File: src/rtl/ped_xing_scheduler.sv
// Pedestrian crossing scheduler: latches A/B requests, arbitrates round-robin, holds the served road red and runs WALK/FLASH/CLEAR.
// Latency: a request reaches WAIT_RED two edges later; it waits for red indefinitely. Outputs decode from registered state only.
module ped_xing_scheduler #(
  parameter int         WALK_CYC  = 4,
  parameter int         FLASH_CYC = 2,
  parameter int         CLEAR_CYC = 1,
  parameter logic [1:0] RED       = 2'b10
) (
  input  logic       clk,
  input  logic       rst,
  input  logic       ped_req_a,
  input  logic       ped_req_b,
  input  logic [1:0] rA,
  input  logic [1:0] rB,
  output logic       hold_a,
  output logic       hold_b,
  output logic       pend_a,
  output logic       pend_b,
  output logic       walk_a,
  output logic       walk_b,
  output logic       flash_a,
  output logic       flash_b,
  output logic [7:0] timer_display,
  output logic       err_conflict
);

  localparam logic [2:0] S_IDLE     = 3'd0;
  localparam logic [2:0] S_WAIT_RED = 3'd1;
  localparam logic [2:0] S_WALK     = 3'd2;
  localparam logic [2:0] S_FLASH    = 3'd3;
  localparam logic [2:0] S_CLEAR    = 3'd4;

  localparam logic [7:0] WALK_LD  = 8'(WALK_CYC - 1);
  localparam logic [7:0] FLASH_LD = 8'(FLASH_CYC - 1);
  localparam logic [7:0] CLEAR_LD = 8'(CLEAR_CYC - 1);

  logic [2:0] state;
  logic [7:0] cnt;
  logic       sel;          // 0 = crossing A, 1 = crossing B
  logic       last_served;
  logic       sel_red;
  logic       enter_walk;

  assign sel_red    = sel ? (rB == RED) : (rA == RED);
  assign enter_walk = (state == S_WAIT_RED) && sel_red;

  always_ff @(posedge clk or negedge rst) begin
    if (!rst) begin
      state        <= S_IDLE;
      cnt          <= 8'd0;
      sel          <= 1'b0;
      last_served  <= 1'b1;
      pend_a       <= 1'b0;
      pend_b       <= 1'b0;
      err_conflict <= 1'b0;
    end else begin
      // Clearing on WALK entry wins over a same-edge request; WALK of x ignores x.
      if (enter_walk && !sel)
        pend_a <= 1'b0;
      else if (ped_req_a && !((state == S_WALK) && !sel))
        pend_a <= 1'b1;

      if (enter_walk && sel)
        pend_b <= 1'b0;
      else if (ped_req_b && !((state == S_WALK) && sel))
        pend_b <= 1'b1;

      case (state)
        S_IDLE: begin
          if (pend_a || pend_b) begin
            sel   <= (pend_a && pend_b) ? ~last_served : pend_b;
            state <= S_WAIT_RED;
          end
        end
        S_WAIT_RED: begin
          if (sel_red) begin
            state <= S_WALK;
            cnt   <= WALK_LD;
          end
        end
        S_WALK: begin
          if (!sel_red) begin
            err_conflict <= 1'b1;
            state        <= S_CLEAR;
            cnt          <= CLEAR_LD;
          end else if (cnt == 8'd0) begin
            state <= S_FLASH;
            cnt   <= FLASH_LD;
          end else begin
            cnt <= cnt - 8'd1;
          end
        end
        S_FLASH: begin
          if (!sel_red) begin
            err_conflict <= 1'b1;
            state        <= S_CLEAR;
            cnt          <= CLEAR_LD;
          end else if (cnt == 8'd0) begin
            state <= S_CLEAR;
            cnt   <= CLEAR_LD;
          end else begin
            cnt <= cnt - 8'd1;
          end
        end
        S_CLEAR: begin
          if (cnt == 8'd0) begin
            state       <= S_IDLE;
            last_served <= sel;
          end else begin
            cnt <= cnt - 8'd1;
          end
        end
        default: begin
          state <= S_IDLE;
          cnt   <= 8'd0;
        end
      endcase
    end
  end

  always_comb begin
    hold_a        = 1'b0;
    hold_b        = 1'b0;
    walk_a        = 1'b0;
    walk_b        = 1'b0;
    flash_a       = 1'b0;
    flash_b       = 1'b0;
    timer_display = 8'd0;
    if (state != S_IDLE) begin
      hold_a = !sel;
      hold_b = sel;
    end
    if (state == S_WALK) begin
      walk_a = !sel;
      walk_b = sel;
    end
    if (state == S_FLASH) begin
      flash_a = !sel;
      flash_b = sel;
    end
    if ((state == S_WALK) || (state == S_FLASH) || (state == S_CLEAR))
      timer_display = cnt + 8'd1;
  end

endmodule

File: config.mk
export PLATFORM = sky130hd
export DESIGN_NAME = ped_xing_scheduler
export DESIGN_NICKNAME = d
export VERILOG_FILES = /design/src/rtl/ped_xing_scheduler.sv
export SDC_FILE = /design/constraint.sdc
export NUM_CORES = 1
export LEC_CHECK = 0
export ABC_AREA = 0
export CAP_MARGIN = 20
export CORE_UTILIZATION = 50
export CTS_CLUSTER_SIZE = 8
export DETAILED_ROUTE_END_ITERATION = 8
export PLACE_DENSITY_LB_ADDON = 0.1
export SYNTH_ARGS = -nofsm -noshare
export SYNTH_HDL_FRONTEND = slang
export SYNTH_SLANG_ARGS = --single-unit
export TNS_END_PERCENT = 50
File: constraint.sdc
create_clock -name clk -period 4.22 [get_ports clk]
set_input_delay 0.844 -clock clk [delete_from_list [all_inputs] [get_ports clk]]
set_output_delay 0.844 -clock clk [all_outputs]
set_load 0.05 [all_outputs]
==> summary.txt <==
Worst setup path
  – Critical Path AT: 2.47 ns
  – Worst EP required: 3.38 ns
  – Top Family by Delay on Critical Path: buffers and inverters
  – Crit Path Max Fanout: 11
  – Critical-path cell list: ha_1 > and3_1 > nand3_1 > xor2_1 > nor2_1 > clkdlybuf4s50_1
  – Crit Path Class: reg2out
  – CP max stage delay: 0.83 ns
  – Worst path bufs/invs: 1
  – Slowest cell on crit path: clkdlybuf4s50_1
  – Worst setup SP type: register
  – Worst setup EP type: primary output

Clock tree
  – CTS tree: yes
  – H-tree depth: 1
  – Worst skew pair latency: 0.30 ns
  – TritonCTS sink count: 16
  – Hold_buf cts: 0
  – Post_cts resized: 0
  – Clock transition at path regs: 0.09 ns
  – CTS buffer count: 3
  – Root buffer cell: clkbuf_4
  – Max Root-Sink Buffers: 2
  – Setup Buffers After CTS: 0

Layout
  – Fin nets: 173
  – Ant. Diodes: 0
  – Share of cells above drive strength 1: 0.111
  – Filler cells: 195
  – Utilization after layout: 0.664
  – Post-layout instance area: 0.00151 mm²
  – Layout area overhead: 21.4%
  – Reg area: 402 µm²
  – Area taken by multi-input logic gates: 763 µm²

Synthesis
  – Mux share of post-synthesis cell area: 0.0121
  – EDFF count, synth: 0
  – Syn avg cell area: 8.70 µm²
  – Share of the yosys chip area belonging to registers: 0.323
  – Post-Syn Instances: 143
  – Ys async rst share: 1.00
  – #FFs+latches synth: 16
  – Synth cell types: 51
  – Compound-gate portion of the synthesized area: 0.222
  – Post-Synth Adder-Cell Area: 0.0201
  – Simple-gate share of the synthesized area: 0.317
  – Synth Area in XOR/XNOR: 0.0423
  – Synth Cell Area: 0.00124 mm²
  – Yosys Warn Count: 0
  – Main synth FF type: dfrtp_1
  – Combinational family with the most area after synthesis: simple AND/OR/NAND/NOR gates
  – Mapped Nets: 153

Die
  – Die W: 51.9 µm
  – IO Count: 25
  – FP Rows: 17
  – Core Region: 0.00228 mm²
  – DIE AREA: 0.00269 mm²
  – Die H: 51.9 µm
  – Initial Util: 0.546

Timing
  – Tmin final: 3.32 ns
  – Hold Violations, Final: 0
  – Fin. max-slew vios: 0
  – Unrepaired setup endpoints after global routing: false
  – Final period util: 0.786
  – FMAX: 0.301 GHz
  – WHS: 0.461 ns
  – Final Skew: 0.0149 ns
  – Relative slew slack: 0.492
  – Fin Setup TNS: 0 ns
  – Tightest Pin Transition: 0.759 ns
  – Final number of setup-violating endpoints: 0

GRT
  – Global-route wire length before repair: 5060 µm
  – Total track usage: 0.255
  – Vias in the first global route: 1057
  – Initial antenna violation count: 0
  – Largest net degree at the start of global routing: 17
  – Overflow after GRT: 0

Drt
  – Final ANT Viol Nets: 0
  – Remaining DRCs: 0
  – DRT iter0 DRCs: 66
  – WL final: 3090 µm
  – Vias: 1188
  – Via density: 6.25
  – DR WL/cell: 16.2 µm
  – Drt pass-1 iters: 4

Place
  – IO Port Bufs: 24
  – Placed cell area: 0.00147 mm²
  – Gpl congestion: 0.879
  – DP HPWL: 2230 µm

Status
  – Status: completed

Power and ir drop
  – Lkg Pwr: 0.602 nW
  – Pwr Density: 801 mW/mm²
  – Pwr Total: 1.21 mW
  – Max VDD drop: 0.544 mV

Flow run
  – Max_cap viols: 0

Min path
  – Class of the worst hold path: reg2reg
-- worst paths after layout --
| kind | from | endpoint | slack, ns | cells after the start |
|---|---|---|---|---|
| worst max-delay path | cnt[0] | timer_display[6] | 0.90 | 6 |
| worst min-delay path | err_conflict | err_conflict | 0.46 | 1 |
| worst max register to register | cnt[0] | cnt[1] | 2.14 | 6 |
| max in group asynchronous | rst | err_conflict | 2.75 | 1 |
| worst min register to register | err_conflict | err_conflict | 0.46 | 1 |
| min in group asynchronous | rst | cnt[5] | 0.98 | 1 |
-- power by group --
part | total (mW) | internal [mW] | switching [mW]
sequential | 0.351 | 0.213 | 0.138
clock | 0.104 | 0.0526 | 0.0514
combinational | 0.754 | 0.291 | 0.463
total | 1.21 | 0.557 | 0.653
-- stage by stage --
step / instances / worst slack [ns]
global placement: 186 / 1.31
floorplan: 143 / 1.50
CTS: 190 / 0.887
global route: 190 / 0.765
detailed placement: 186 / 1.22
finish: 190 / 0.903
-- layout make-up --
cell class              instances  share of cell area
flip-flops and latches         16               0.266
clock buffers                   4              0.0240
inverters                       7              0.0174
well taps                      28              0.0232
repair buffers                 25               0.164
multi-input cells             110               0.505
-- state kept, by name, summed over array words and instances, names as in the netlist --
signal	flops
state	3
last_served	1
sel	1
pend_a	1
cnt	8
err_conflict	1
pend_b	1
-- layout by cell type (no fill, tap or decap), types with 2 or more instances in the layout --
cell type and n:
nand2_1 7, clkdlybuf4s50_1 24, o21ai_0 7, nand3_1 8, nand2b_1 2, nor4_2 2, nor3_1 4, xnor2_1 3
o311ai_1 2, o211ai_1 8, a31oi_1 3, nor3b_2 3, dfrtp_1 15, nor2_1 13, nand4_1 2, o2111ai_1 3
nor2b_1 2, and3_1 4, clkbuf_4 3, ha_1 2, a21oi_1 5, or3_1 3, inv_1 7, xor2_1 3
-- routing by layer --
layer / part of all wire / up-vias / track usage
met2: 0.47 / 46 / 0.389
met3: 0.072 / 0 / 0.0614
met4: 0 / 0 / 0.0405
li1: - / 573 / -
met1: 0.46 / 569 / 0.368
met5: 0 / - / 0
-- worst register-to-register path: cells and delay by family (launching register included) --
kind                       cells  cell delay, ns
AOI/OAI and AO/OA              2            0.49
adders and majority gates      1            0.21
buffers and inverters          1            0.13
DFF                            1            0.51
and+or+nand+nor                2            0.61
-- cell families after synthesis --
logic type,count (synthesis)
DFF,16
buffers and inverters,17
muxes,1
and+or+nand+nor,62
xor gates and xnor gates,6
AOI/OAI and AO/OA,39
adders and majority gates,2
-- cells in the mapped netlist, types with 3 or more instances --
cell	number	area (µm²)
dfrtp_1	15	375
buf_2	6	30.0
xnor2_1	3	26.3
nand2_1	7	26.3
and3_1	4	25.0
o211ai_1	8	60.1
or3_1	3	18.8
a21oi_1	5	25.0
nand3_1	8	40.0
nor3b_2	3	37.5
o21ai_0	7	35.0
o2111ai_1	3	26.3
a31oi_1	3	18.8
inv_1	7	26.3
nor3_1	4	20.0
nor2_1	13	48.8
xor2_1	3	26.3
No activity file was read; power rests on OpenSTA's default activity.
